===== src/rtl/rename_alloc_ctrl.sv =====
// Rename-stage tag allocator: owns the physical free list, feeds GMT writes,
// sequences post-reset GMT/free-list init and rewinds allocations on flush.
module rename_alloc_ctrl #(
  parameter int ARCH_COUNT      = 32,
  parameter int ARCH_ADDR_WIDTH = $clog2(ARCH_COUNT),
  parameter int PHYS_COUNT      = 64,
  parameter int PHYS_ADDR_WIDTH = $clog2(PHYS_COUNT),
  parameter int RENAME_WIDTH    = 2,
  parameter int FREE_WIDTH      = 2
) (
  input  logic                            clk,
  input  logic                            async_rst,
  input  logic                            clk_en,
  input  logic                            ren_valid,
  output logic                            ren_ready,
  input  logic [RENAME_WIDTH-1:0]         ren_dst_valid,
  input  logic [RENAME_WIDTH-1:0][ARCH_ADDR_WIDTH-1:0] ren_dst_arch,
  output logic                            out_valid,
  output logic [RENAME_WIDTH-1:0][PHYS_ADDR_WIDTH-1:0] out_phys_tag,
  output logic [RENAME_WIDTH-1:0]         map_wr_en,
  output logic [RENAME_WIDTH-1:0][ARCH_ADDR_WIDTH-1:0] map_wr_arch,
  output logic [RENAME_WIDTH-1:0][PHYS_ADDR_WIDTH-1:0] map_wr_phys,
  input  logic [FREE_WIDTH-1:0]           free_valid,
  input  logic [FREE_WIDTH-1:0][PHYS_ADDR_WIDTH-1:0] free_tag,
  input  logic [$clog2(RENAME_WIDTH+1)-1:0] commit_alloc_cnt,
  input  logic                            flush,
  output logic                            init_done,
  output logic [PHYS_ADDR_WIDTH:0]        free_count,
  output logic                            overflow_err
);

  localparam int PW  = PHYS_ADDR_WIDTH;
  localparam int AW  = ARCH_ADDR_WIDTH;
  localparam int PTR = PW + 1;
  localparam logic [PTR-1:0] MAX_OCC  = PTR'(PHYS_COUNT - ARCH_COUNT);
  localparam logic [PW-1:0]  ARCH_LIM = PW'(ARCH_COUNT);
  localparam logic [PW-1:0]  IDX_LAST = PW'(PHYS_COUNT - 1);

  typedef enum logic [1:0] {
    S_INIT,
    S_RUN,
    S_FLUSH
  } state_t;

  state_t state;

  logic [PW-1:0]  fl_mem [PHYS_COUNT];
  logic [PTR-1:0] tail;
  logic [PTR-1:0] spec_head;
  logic [PTR-1:0] commit_head;
  logic [PW-1:0]  idx;

  logic [PTR-1:0] need_cnt;
  logic [PTR-1:0] commit_nxt;
  logic [PTR-1:0] tail_nxt;
  logic           ovf_hit;
  logic           accept;
  logic [RENAME_WIDTH-1:0]         wr_mask;
  logic [RENAME_WIDTH-1:0][PW-1:0] pop_tag;
  logic [FREE_WIDTH-1:0]           push_en;
  logic [FREE_WIDTH-1:0][PW-1:0]   push_addr;

  assign free_count = tail - spec_head;
  assign commit_nxt = commit_head + PTR'(commit_alloc_cnt);

  always_comb begin
    need_cnt = '0;
    for (int l = 0; l < RENAME_WIDTH; l++)
      need_cnt = need_cnt + PTR'(ren_dst_valid[l]);
  end

  assign ren_ready = clk_en && (state == S_RUN) && !flush &&
                     (free_count >= need_cnt);
  assign accept    = ren_valid && ren_ready;

  // Tags come off spec_head in lane order, skipping lanes without a dest.
  always_comb begin
    logic [PTR-1:0] rd;
    rd = spec_head;
    for (int l = 0; l < RENAME_WIDTH; l++) begin
      pop_tag[l] = '0;
      if (ren_dst_valid[l]) begin
        pop_tag[l] = fl_mem[rd[PW-1:0]];
        rd = rd + 1'b1;
      end
    end
  end

  // Youngest lane wins when several lanes target the same arch reg.
  always_comb begin
    for (int l = 0; l < RENAME_WIDTH; l++) begin
      wr_mask[l] = ren_dst_valid[l];
      for (int h = l + 1; h < RENAME_WIDTH; h++)
        if (ren_dst_valid[h] && (ren_dst_arch[h] == ren_dst_arch[l]))
          wr_mask[l] = 1'b0;
    end
  end

  always_comb begin
    logic [PTR-1:0] t;
    t       = tail;
    ovf_hit = 1'b0;
    for (int f = 0; f < FREE_WIDTH; f++) begin
      push_en[f]   = 1'b0;
      push_addr[f] = t[PW-1:0];
      if (free_valid[f] && (state != S_INIT)) begin
        if ((t - spec_head) == MAX_OCC) begin
          ovf_hit = 1'b1;
        end else begin
          push_en[f] = 1'b1;
          t = t + 1'b1;
        end
      end
    end
    tail_nxt = t;
  end

  always_ff @(posedge clk) begin
    if (clk_en) begin
      if (state == S_INIT) begin
        if (idx >= ARCH_LIM)
          fl_mem[tail[PW-1:0]] <= idx;
      end else begin
        for (int f = 0; f < FREE_WIDTH; f++)
          if (push_en[f])
            fl_mem[push_addr[f]] <= free_tag[f];
      end
    end
  end

  always_ff @(posedge clk or posedge async_rst) begin
    if (async_rst) begin
      state        <= S_INIT;
      idx          <= '0;
      tail         <= '0;
      spec_head    <= '0;
      commit_head  <= '0;
      out_valid    <= 1'b0;
      out_phys_tag <= '0;
      map_wr_en    <= '0;
      map_wr_arch  <= '0;
      map_wr_phys  <= '0;
      init_done    <= 1'b0;
      overflow_err <= 1'b0;
    end else if (clk_en) begin
      unique case (state)
        S_INIT: begin
          out_valid <= 1'b0;
          map_wr_en <= '0;
          if (idx < ARCH_LIM) begin
            map_wr_en[0]   <= 1'b1;
            map_wr_arch[0] <= idx[AW-1:0];
            map_wr_phys[0] <= idx;
          end else begin
            tail <= tail + 1'b1;
          end
          idx <= idx + 1'b1;
          if (idx == IDX_LAST) begin
            state     <= S_RUN;
            init_done <= 1'b1;
          end
        end
        S_RUN, S_FLUSH: begin
          tail <= tail_nxt;
          if (ovf_hit)
            overflow_err <= 1'b1;
          out_valid <= accept;
          map_wr_en <= accept ? wr_mask : '0;
          if (accept) begin
            out_phys_tag <= pop_tag;
            map_wr_arch  <= ren_dst_arch;
            map_wr_phys  <= pop_tag;
            spec_head    <= spec_head + need_cnt;
          end
          if (state == S_FLUSH) begin
            state <= S_RUN;
          end else if (flush) begin
            state       <= S_FLUSH;
            spec_head   <= commit_nxt;
            commit_head <= commit_nxt;
          end else begin
            commit_head <= commit_nxt;
          end
        end
        default: state <= S_INIT;
      endcase
    end
  end

endmodule


===== config.mk =====
export PLATFORM = sky130hd
export DESIGN_NAME = rename_alloc_ctrl
export DESIGN_NICKNAME = d
export VERILOG_FILES = /design/src/rtl/rename_alloc_ctrl.sv
export SDC_FILE = /design/constraint.sdc
export NUM_CORES = 1
export LEC_CHECK = 0
export CAP_MARGIN = 30
export CORE_MARGIN = 1.5
export CORE_UTILIZATION = 45
export CTS_CLUSTER_DIAMETER = 40
export DETAILED_ROUTE_END_ITERATION = 16
export HOLD_SLACK_MARGIN = 0.03
export SLEW_MARGIN = 20
export SYNTH_ARGS = -nofsm -noshare
export SYNTH_HDL_FRONTEND = slang
export SYNTH_SLANG_ARGS = --single-unit

===== constraint.sdc =====
create_clock -name clk -period 9.1 [get_ports clk]
set_clock_uncertainty 0.05 [all_clocks]
set_input_delay 1.365 -clock clk [delete_from_list [all_inputs] [get_ports clk]]
set_output_delay 1.365 -clock clk [all_outputs]
set_load 0.02 [all_outputs]

==> key figures, run 1 <==
Outcome
  • Status: finished, final reports clean

Worst setup path
  • Reg2Reg Depth: 21
  • CP required: 9.29 ns
  • Setup slack, reg-to-reg: 1.81 ns
  • Crit-path cells: inv_1, ha_1, inv_1, fa_1, nand2b_1, or4_1, a2111oi_4, nor2_1, nand2_1, nand2_1, ha_1, nor2b_1, o31a_1, o21a_1, nor2_1, xor2_1, a2111oi_4, buf_4, nor3_1, and2_1, o21bai_1
  • Crit Reg-Reg Endpoint: fl_mem[60][2]$_DFFE_PP_
  • CP arrival: 7.48 ns
  • Critical Setup Path Class: flop to flop
  • CP endpoint kind: flop
  • CP max-delay cell: nor3_1
  • CP Max Fanout: 19
  • Startpoint Class: flop
  • RR Startpoint: tail[0]$_DFFE_PP0P_
  • CP peak stage delay: 0.77 ns

Power and ir drop
  • Leakage: 10.7 nW
  • PwrDens: 377 nW/um2
  • Peak supply drop: 0.000341 V
  • Power Total: 11.9 mW

STA
  • Final min period: 7.29 ns
  • Final Cycle Share: 0.801
  • Hold Vio Cnt, Final: 0
  • TNS Setup: 0 ns
  • Max-slew violations: 0
  • Slew @ Worst Pin: 1.10 ns
  • Final setup vio count: 0
  • Achievable frequency: 137 MHz
  • RSZ-0062 raised after global routing: false
  • Slew headroom: 0.267

Yosys
  • Synth Cell Area: 27,800 um2
  • Main combinational cell family by area after synthesis: multiplexers
  • Synth Area in XOR/XNOR: 0.0142
  • Post-synthesis compound-gate area fraction: 0.0473
  • Seq/Total Area, Yosys: 0.470
  • Syn Inst Count: 1,891
  • Avg Synthesized Cell Area: 14.7 um2
  • Post-synth EDFFs: 384
  • Async set-reset flop share out of synthesis: 0.139
  • Mux cell area share after synthesis: 0.366
  • Post-synthesis adder-cell area fraction: 0.0152
  • Synth Net Count: 1,956
  • Yosys warnings: 0
  • Register bit total from synthesis: 446
  • Main synth FF type: edfxtp_1
  • Synth unique cells: 65
  • Synth Area in Simple Gates: 0.0498

Hold path
  • Min-delay worst type: flop to flop
  • Hold Crit Start: overflow_err$_DFFE_PP0P_
  • Hold EP: overflow_err$_DFFE_PP0P_
  • Hold path depth: 2

Detailed routing
  • DR vias/cell: 6.81
  • Drt first pass iters: 6
  • Initial DRC count: 2,270
  • Via count: 18,454
  • DRT Wirelength: 90,400 um
  • Wirelength per Cell: 33.4 um
  • Post-route ant nets: 0
  • DRC viols: 0

Clock tree
  • Clock transition at path regs: 0.05 ns
  • Clk buf depth: 3
  • CTS H-tree lvls: 3
  • CTS Buf Count: 80
  • Post-CTS Resized: 0
  • Post-CTS setup buffer count: 0
  • Worst-Skew Late Latency: 0.63 ns
  • # hold bufs at CTS: 0
  • CTS tree: yes
  • CTS Sinks: 446
  • CTS Root Cell: clkbuf_16

Die
  • Die footprint: 63,300 um2
  • IO Count: 80
  • Die height: 252 um
  • Die X-Extent: 252 um
  • Initial Utilization: 0.458
  • Core Footprint: 60,700 um2
  • # rows: 90

Flow run
  • Max_cap viols: 0

Cells and area
  • Final Net Count: 1,926
  • Non-Filler Instances: 2,708
  • N_diodes: 0
  • Most common cell after layout, fill and taps aside: mux2_2
  • Commonest cells after routing, fill and taps aside: mux2_2, edfxtp_1, mux4_2
  • Layout cells sized above 1: 0.438
  • Fill cells: 4,991
  • P&R area growth vs syn: 13.9%

Place
  • HPWL after DPL: 57,000 um
  • Port Buffers: 79
  • Placed Cells: 2,559
  • GPL Wtd Cong: 0.965

GRT
  • Initial antenna violation count: 5
  • Vias in the first global route: 18,210
  • Largest net degree at the start of global routing: 97
  • GRT overflow: 0
  • First-pass GRT wire length: 132,000 um
  • Total track usage: 0.289
[worst max path at each step]
| stage | from | end | slack, ns | depth (start not counted) |
|---|---|---|---|---|
| 2_1_floorplan | spec_head[1]$_DFFE_PP0P_ | fl_mem[10][0]$_DFFE_PP_ | 2.46 | 23 |
| 3_3_place_gp | spec_head[0]$_DFFE_PP0P_ | fl_mem[54][3]$_DFFE_PP_ | 1.73 | 20 |
| 3_5_place_dp | spec_head[0]$_DFFE_PP0P_ | fl_mem[6][4]$_DFFE_PP_ | 1.94 | 20 |
| 4_1_cts | spec_head[0]$_DFFE_PP0P_ | fl_mem[6][4]$_DFFE_PP_ | 1.94 | 20 |
| 5_1_grt | tail[0]$_DFFE_PP0P_ | fl_mem[6][4]$_DFFE_PP_ | 1.44 | 21 |
| 6_report | tail[0]$_DFFE_PP0P_ | fl_mem[60][2]$_DFFE_PP_ | 1.81 | 21 |
[cells by family (layout without fill, tap and decap cells)]
family | Yosys count | after routing
AOI/OAI and AO/OA | 188 | 188
adders and majority gates | 32 | 32
xor gates and xnor gates | 45 | 45
DFF | 446 | 446
muxes | 653 | 653
buffers and inverters | 255 | 290
and+or+nand+nor | 272 | 272
[flip-flops by register name, indices dropped and copies added (netlist names), 6 cells and up]
signal,flops
fl_mem,384
map_wr_phys,12
map_wr_arch,10
commit_head,7
spec_head,7
tail,7
idx,6
out_phys_tag,6
[metal layers]
metal  vias to the layer above  track usage  part of all wire
met3                       193       0.0627             0.097
met4                         4        0.110             0.037
met1                      9642        0.397              0.40
met2                      1159        0.451              0.46
li1                       7456            -                 -
met5                         -            0           0.00028
[metrics by stage]
stage,hold slack [ns],utilization,cell area [um2],setup WS [ns]
final,0.424,0.522,31700,1.81
after global routing,0.443,0.522,31700,1.44
after CTS,0.422,0.522,31700,1.94
after detailed placement,0.412,0.477,29000,1.94
after global placement,0.413,0.477,28900,1.73
after floorplan,0.412,-,27800,2.46
[final cells by class]
class | instances | area [um2] | area share
sequential | 446 | 13100 | 0.413
inverter | 32 | 120 | 0.00379
tap | 782 | 978 | 0.0309
multi-input combinational | 1190 | 13800 | 0.434
clock inverter | 57 | 604 | 0.0191
clock buffer | 90 | 2090 | 0.0660
timing repair buffer | 111 | 1030 | 0.0325
[report_power, final]
part	switching, mW	leakage, nW	internal (mW)
sequential	0.188	4.25	2.65
clock	1.12	1.29	1.88
combinational	3.37	5.16	2.74
total	4.68	10.7	7.27
[cells in the mapped netlist, drive strengths merged (7+ instances only)]
library cell / count / area (um2)
a21oi: 23 / 115
a22o: 11 / 96.3
a31oi: 15 / 93.8
and2: 49 / 307
buf: 76 / 354
clkbuf: 147 / 552
dfrtp: 62 / 1550
edfxtp: 384 / 11500
ha: 29 / 363
inv: 32 / 120
mux2: 398 / 4480
mux4: 252 / 5680
nand2: 88 / 330
nand2b: 12 / 75.1
nand3: 16 / 80.1
nor2: 47 / 181
nor2b: 15 / 93.8
nor3: 9 / 45.0
nor4: 7 / 50.1
o21ai: 38 / 190
o21bai: 50 / 375
o22ai: 9 / 56.3
xnor2: 25 / 219
xor2: 20 / 175
[critical path, delay by kind of cell, from the launching register on]
kind                     cells  cell delay (ns)
adder cells (fa/ha/maj)      3             1.02
AND/OR/NAND/NOR              9             2.86
buffers and inverters        3             0.53
XOR/XNOR                     1             0.25
flip-flops                   1             0.62
AO/OA/AOI/OAI                5             1.56
Note: power is estimated with default switching activity, not from simulation.
==> run 2, diff against run 1 <==
- clock period: 9.1 -> 6.05 ns (I/O delays scaled with it)
==> key figures, run 2 (synthesis results as in run 1) <==
Cells and area
  • Most common cell after layout, fill and taps aside: mux2_2
  • Max reg flops: 384
  • Final core occ: 0.537
  • P&R area growth vs syn: 17.1%
  • Layout cells sized above 1: 0.476
  • Final Net Count: 2,002
  • Non-Filler Instances: 2,792
  • Storage element area: 13,100 um2
  • Fill cells: 4,885
  • Commonest cells after routing, fill and taps aside: mux2_2, edfxtp_1, mux4_2
  • Area of the multi-input gates: 13,900 um2
  • Fin area: 32,600 um2

Die
  • Initial Utilization: 0.458
  • # rows: 90
  • Die X-Extent: 252 um
  • Die footprint: 63,300 um2
  • Core Footprint: 60,700 um2
  • Die height: 252 um
  • IO Count: 80

STA
  • Worst Hold Slack: 0.429 ns
  • Achievable frequency: 169 MHz
  • Max-slew violations: 0
  • Hold Vio Cnt, Final: 0
  • RSZ-0062 raised after global routing: true
  • Final Cycle Share: 0.976
  • Slew @ Worst Pin: 1.12 ns
  • Final min period: 5.90 ns
  • Slew headroom: 0.249
  • Final setup vio count: 0
  • TNS Setup: 0 ns
  • Worst setup margin: 0.146 ns

Worst setup path
  • CP endpoint kind: flop
  • Critical Setup Path Class: flop to flop
  • CP arrival: 6.22 ns
  • Startpoint Class: flop
  • CP Max Fanout: 18
  • CP required: 6.37 ns

Power and ir drop
  • PwrDens: 562 nW/um2
  • Leakage: 11.3 nW
  • Power Total: 18.3 mW
  • Peak supply drop: 0.000413 V

Place
  • DP Worst Slack: 0.191 ns
  • Port Buffers: 79
  • GPL Wtd Cong: 0.976
  • HPWL after DPL: 57,700 um
  • Placed Cells: 2,632
  • Post-DP Area: 29,700 um2

Detailed routing
  • DRC viols: 0
  • Wirelength per Cell: 32.2 um
  • Post-route met1 wirelength: 37,600 um
  • Post-route ant nets: 0
  • Initial DRC count: 2,631
  • Drt first pass iters: 5
  • Via count: 18,639
  • Top layer in use: met4
  • Met2 WL: 40,300 um
  • Routed wire length on met3: 8690 um
  • DRT Wirelength: 89,800 um
  • DR vias/cell: 6.68

GRT
  • Vias in the first global route: 18,494
  • GRT overflow: 0
  • Total track usage: 0.287
  • Largest net degree at the start of global routing: 103
  • First-pass GRT wire length: 132,000 um
  • Initial antenna violation count: 1

Clock tree
  • # hold bufs at CTS: 0
  • CTS Buf Count: 83
  • Clock transition at path regs: 0.06 ns
  • Worst-Skew Late Latency: 0.62 ns
  • CTS H-tree lvls: 3
  • CTS Root Cell: clkbuf_16
  • Post-CTS setup buffer count: 0
  • CTS Sinks: 446
  • CTS tree: yes
  • Clk buf depth: 3

Outcome
  • Status: finished, final reports clean

Flow run
  • Max_cap viols: 0

Hold path
  • Min-delay worst type: flop to flop
run 2: layout make-up:
type	count	share of cell area
Clock inverter	58	0.0169
Tap cell	782	0.0300
Inverter	32	0.00369
Clock buffer	98	0.0678
Timing Repair Buffer	184	0.0535
Sequential cell	446	0.402
Multi-Input combinational cell	1190	0.426
Antenna cell	2	0.000154
run 2: report_power, final:
| part | switching, mW | leakage, nW | internal (mW) | total (mW) |
|---|---|---|---|---|
| registers | 0.165 | 4.25 | 3.99 | 4.15 |
| clock network | 1.71 | 1.32 | 2.89 | 4.60 |
| logic | 5.28 | 5.71 | 4.28 | 9.56 |
run 2: repair_timing:
item | CTS | global route
gates resized for setup | 0 | 40
setup endpoints to repair | 0 | 219
endpoints found under the hold margin | 0 | 0
run 2: final timing paths:
path	startpoint	endpoint	slack, ns	depth (start not counted)
worst max-delay path	spec_head[0]$_DFFE_PP0P_	fl_mem[30][5]$_DFFE_PP_	0.15	20
min in group asynchronous	async_rst	idx[5]$_DFFE_PP0P_	0.81	3
worst min register to register	overflow_err$_DFFE_PP0P_	overflow_err$_DFFE_PP0P_	0.43	2
worst max register to register	spec_head[0]$_DFFE_PP0P_	fl_mem[30][5]$_DFFE_PP_	0.15	20
worst min-delay path	overflow_err$_DFFE_PP0P_	overflow_err$_DFFE_PP0P_	0.43	2
max in group asynchronous	async_rst	spec_head[1]$_DFFE_PP0P_	4.44	3
run 2: layer usage:
| layer | vias to the layer above | track usage |
|---|---|---|
| met5 | - | 0 |
| met4 | 0 | 0.114 |
| met3 | 155 | 0.0582 |
| met2 | 1095 | 0.427 |
| met1 | 9763 | 0.413 |
| li1 | 7626 | - |
run 2: critical path: stages (launching register included):
cell and delay [ns]:
dfrtp_4 0.49, ha_1 0.24, inv_1 0.08, fa_2 0.46, nand2b_1 0.18, or4_1 0.48, a2111o_1 0.47, buf_4 0.18
nand3_1 0.10, nand2_1 0.07, ha_1 0.32, o21a_1 0.18, o31a_1 0.11, o21a_1 0.17, nor2_1 0.13, xor2_1 0.26
a2111oi_4 0.06, buf_4 0.24, or4b_2 0.80, nor2_4 0.23, mux2_2 0.36
==> run 3, diff against run 2 <==
- CTS_BUF_LIST: unset -> sky130_fd_sc_hd__clkbuf_4
==> key figures, run 3 (synthesis results as in run 1) <==
GRT
  • Vias in the first global route: 18,807
  • Largest net degree at the start of global routing: 103
  • First-pass GRT wire length: 133,000 um
  • GRT overflow: 0
  • Total track usage: 0.290
  • Initial antenna violation count: 3

STA
  • Slew @ Worst Pin: 1.09 ns
  • Final setup vio count: 0
  • TNS Setup: 0 ns
  • Slew headroom: 0.275
  • Achievable frequency: 172 MHz
  • Worst setup margin: 0.242 ns
  • Final Cycle Share: 0.960
  • Max-slew violations: 0
  • Final min period: 5.81 ns
  • Hold Vio Cnt, Final: 0

Outcome
  • Status: finished, final reports clean

Cells and area
  • Commonest cells after routing, fill and taps aside: mux2_2, edfxtp_1, mux4_2
  • Area of the multi-input gates: 13,900 um2
  • Fill cells: 5,042
  • Max reg flops: 384
  • Layout cells sized above 1: 0.493
  • Storage element area: 13,100 um2
  • Most common cell after layout, fill and taps aside: mux2_2
  • P&R area growth vs syn: 13.5%
  • Non-Filler Instances: 2,874
  • Final Net Count: 2,052

Worst setup path
  • Reg2Reg Depth: 21
  • CP top delay family: simple AND/OR/NAND/NOR gates
  • CP max-delay cell: dfrtp_4
  • Critical Setup Path Class: flop to flop
  • CP endpoint kind: flop
  • WP depth: 21
  • CP Max Fanout: 18
  • CP arrival: 6.39 ns
  • Startpoint Class: flop
  • CP required: 6.63 ns
  • Crit-path cells: ha_1, inv_1, fa_2, nand2b_1, or4_1, a2111o_1, buf_4, nand3_1, nand2_1, ha_1, o21a_1, o31a_1, o21a_1, nor2_1, xor2_1, a2111oi_4, buf_4, nor4b_2, buf_4, and2_1, o21bai_2
  • CP Buf/Inv Count: 4
  • Cell mode on critical path: buf_4
  • CP peak stage delay: 0.49 ns

Die
  • Initial Utilization: 0.458
  • Die X-Extent: 252 um
  • Die height: 252 um
  • Die footprint: 63,300 um2
  • # rows: 90
  • IO Count: 80
  • Core Footprint: 60,700 um2

Power and ir drop
  • Peak supply drop: 0.000386 V
  • P_sw: 6.85 mW
  • Power Total: 16.8 mW
  • Clock power frac: 0.181
  • Sequential Power Share: 0.247
  • Leakage: 11.0 nW
  • PwrDens: 531 nW/um2
  • Switching Fraction: 0.409
  • Internal: 9.91 mW
  • Logic pwr share: 0.572

Place
  • DP Worst Slack: 0.191 ns
  • Port Buffers: 79
  • GPL Wtd Cong: 0.976
  • Placed Cells: 2,632
  • HPWL after DPL: 57,700 um

Detailed routing
  • Initial DRC count: 2,634
  • Wirelength per Cell: 31.3 um
  • DRC viols: 0
  • Drt first pass iters: 8
  • DRT Wirelength: 90,000 um
  • DR vias/cell: 6.60
  • Via count: 18,967
  • Post-route ant nets: 0

Clock tree
  • Clk buf depth: 3
  • # hold bufs at CTS: 0
  • Worst-Skew Late Latency: 0.99 ns
  • CTS Root Cell: clkbuf_4
  • Post-CTS Resized: 0
  • CTS Sinks: 446
  • Clock transition at path regs: 0.06 ns
  • CTS tree: yes
  • Post-CTS setup buffer count: 0
  • CTS H-tree lvls: 4
  • CTS Buf Count: 132

Flow run
  • Max_cap viols: 0

Hold path
  • Min-delay worst type: input port to async pin
## run 3: changes by cell type in the layout (fill, tap and decap cells not counted), sizes merged
cell,before,now
clkbuf,99,195
clkinvlp,11,1
inv,44,35
diode,2,6
buf,110,112
bufinv,6,4
clkinv,29,30
## run 3: metal layers
layer  track usage  wire length, um  share of wire
met2         0.428            40300           0.45
met4         0.117             3130          0.035
met1         0.409            37100           0.41
met3        0.0740             9460           0.11
met5             0                0              0
## run 3: final timing paths
path,slack [ns],end,start
min,0.43,map_wr_arch[2]$_DFFE_PP0P_,async_rst
max reg2reg,0.24,fl_mem[2][3]$_DFFE_PP_,spec_head[0]$_DFFE_PP0P_
min reg2reg,0.43,overflow_err$_DFFE_PP0P_,overflow_err$_DFFE_PP0P_
min in group clk,0.43,overflow_err$_DFFE_PP0P_,overflow_err$_DFFE_PP0P_
max in group asynchronous,4.82,spec_head[1]$_DFFE_PP0P_,async_rst
max,0.24,fl_mem[2][3]$_DFFE_PP_,spec_head[0]$_DFFE_PP0P_
## run 3: stage by stage
step                      hold slack [ns]  utilization  cell area, um2
final                               0.427        0.520           31600
after global routing                0.440        0.520           31600
after CTS                           0.388        0.517           31400
after detailed placement            0.415        0.489           29700
after global placement              0.409        0.488           29600
after floorplan                     0.412            -           27800
## run 3: worst register-to-register path, stage by stage (launching register included)
cell and delay, ns:
dfrtp_4 0.49, ha_1 0.23, inv_1 0.08, fa_2 0.46, nand2b_1 0.17, or4_1 0.48
a2111o_1 0.48, buf_4 0.18, nand3_1 0.10, nand2_1 0.07, ha_1 0.32, o21a_1 0.18
o31a_1 0.11, o21a_1 0.17, nor2_1 0.13, xor2_1 0.26, a2111oi_4 0.06, buf_4 0.24
nor4b_2 0.33, buf_4 0.24, and2_1 0.35, o21bai_2 0.29
## run 3: cell type report
type / instances / area share
clock inverters: 38 / 0.00809
well taps: 782 / 0.0310
multi-input cells: 1190 / 0.440
diodes: 6 / 0.000476
clock buffers: 195 / 0.0464
inverters: 32 / 0.00380
flip-flops and latches: 446 / 0.415
repair buffers: 185 / 0.0557
## run 3: power by group through the flow
stage / Sequential [mW] / Clock (mW) / Combinational (mW)
3_5_place_dp: 4.20 / 0 / 9.39
3_3_place_gp: 4.20 / 0 / 9.31
2_1_floorplan: 4.24 / 0 / 6.05
4_1_cts: 4.14 / 3.09 / 9.44
5_1_grt: 4.17 / 3.27 / 9.99
6_report: 4.15 / 3.03 / 9.59
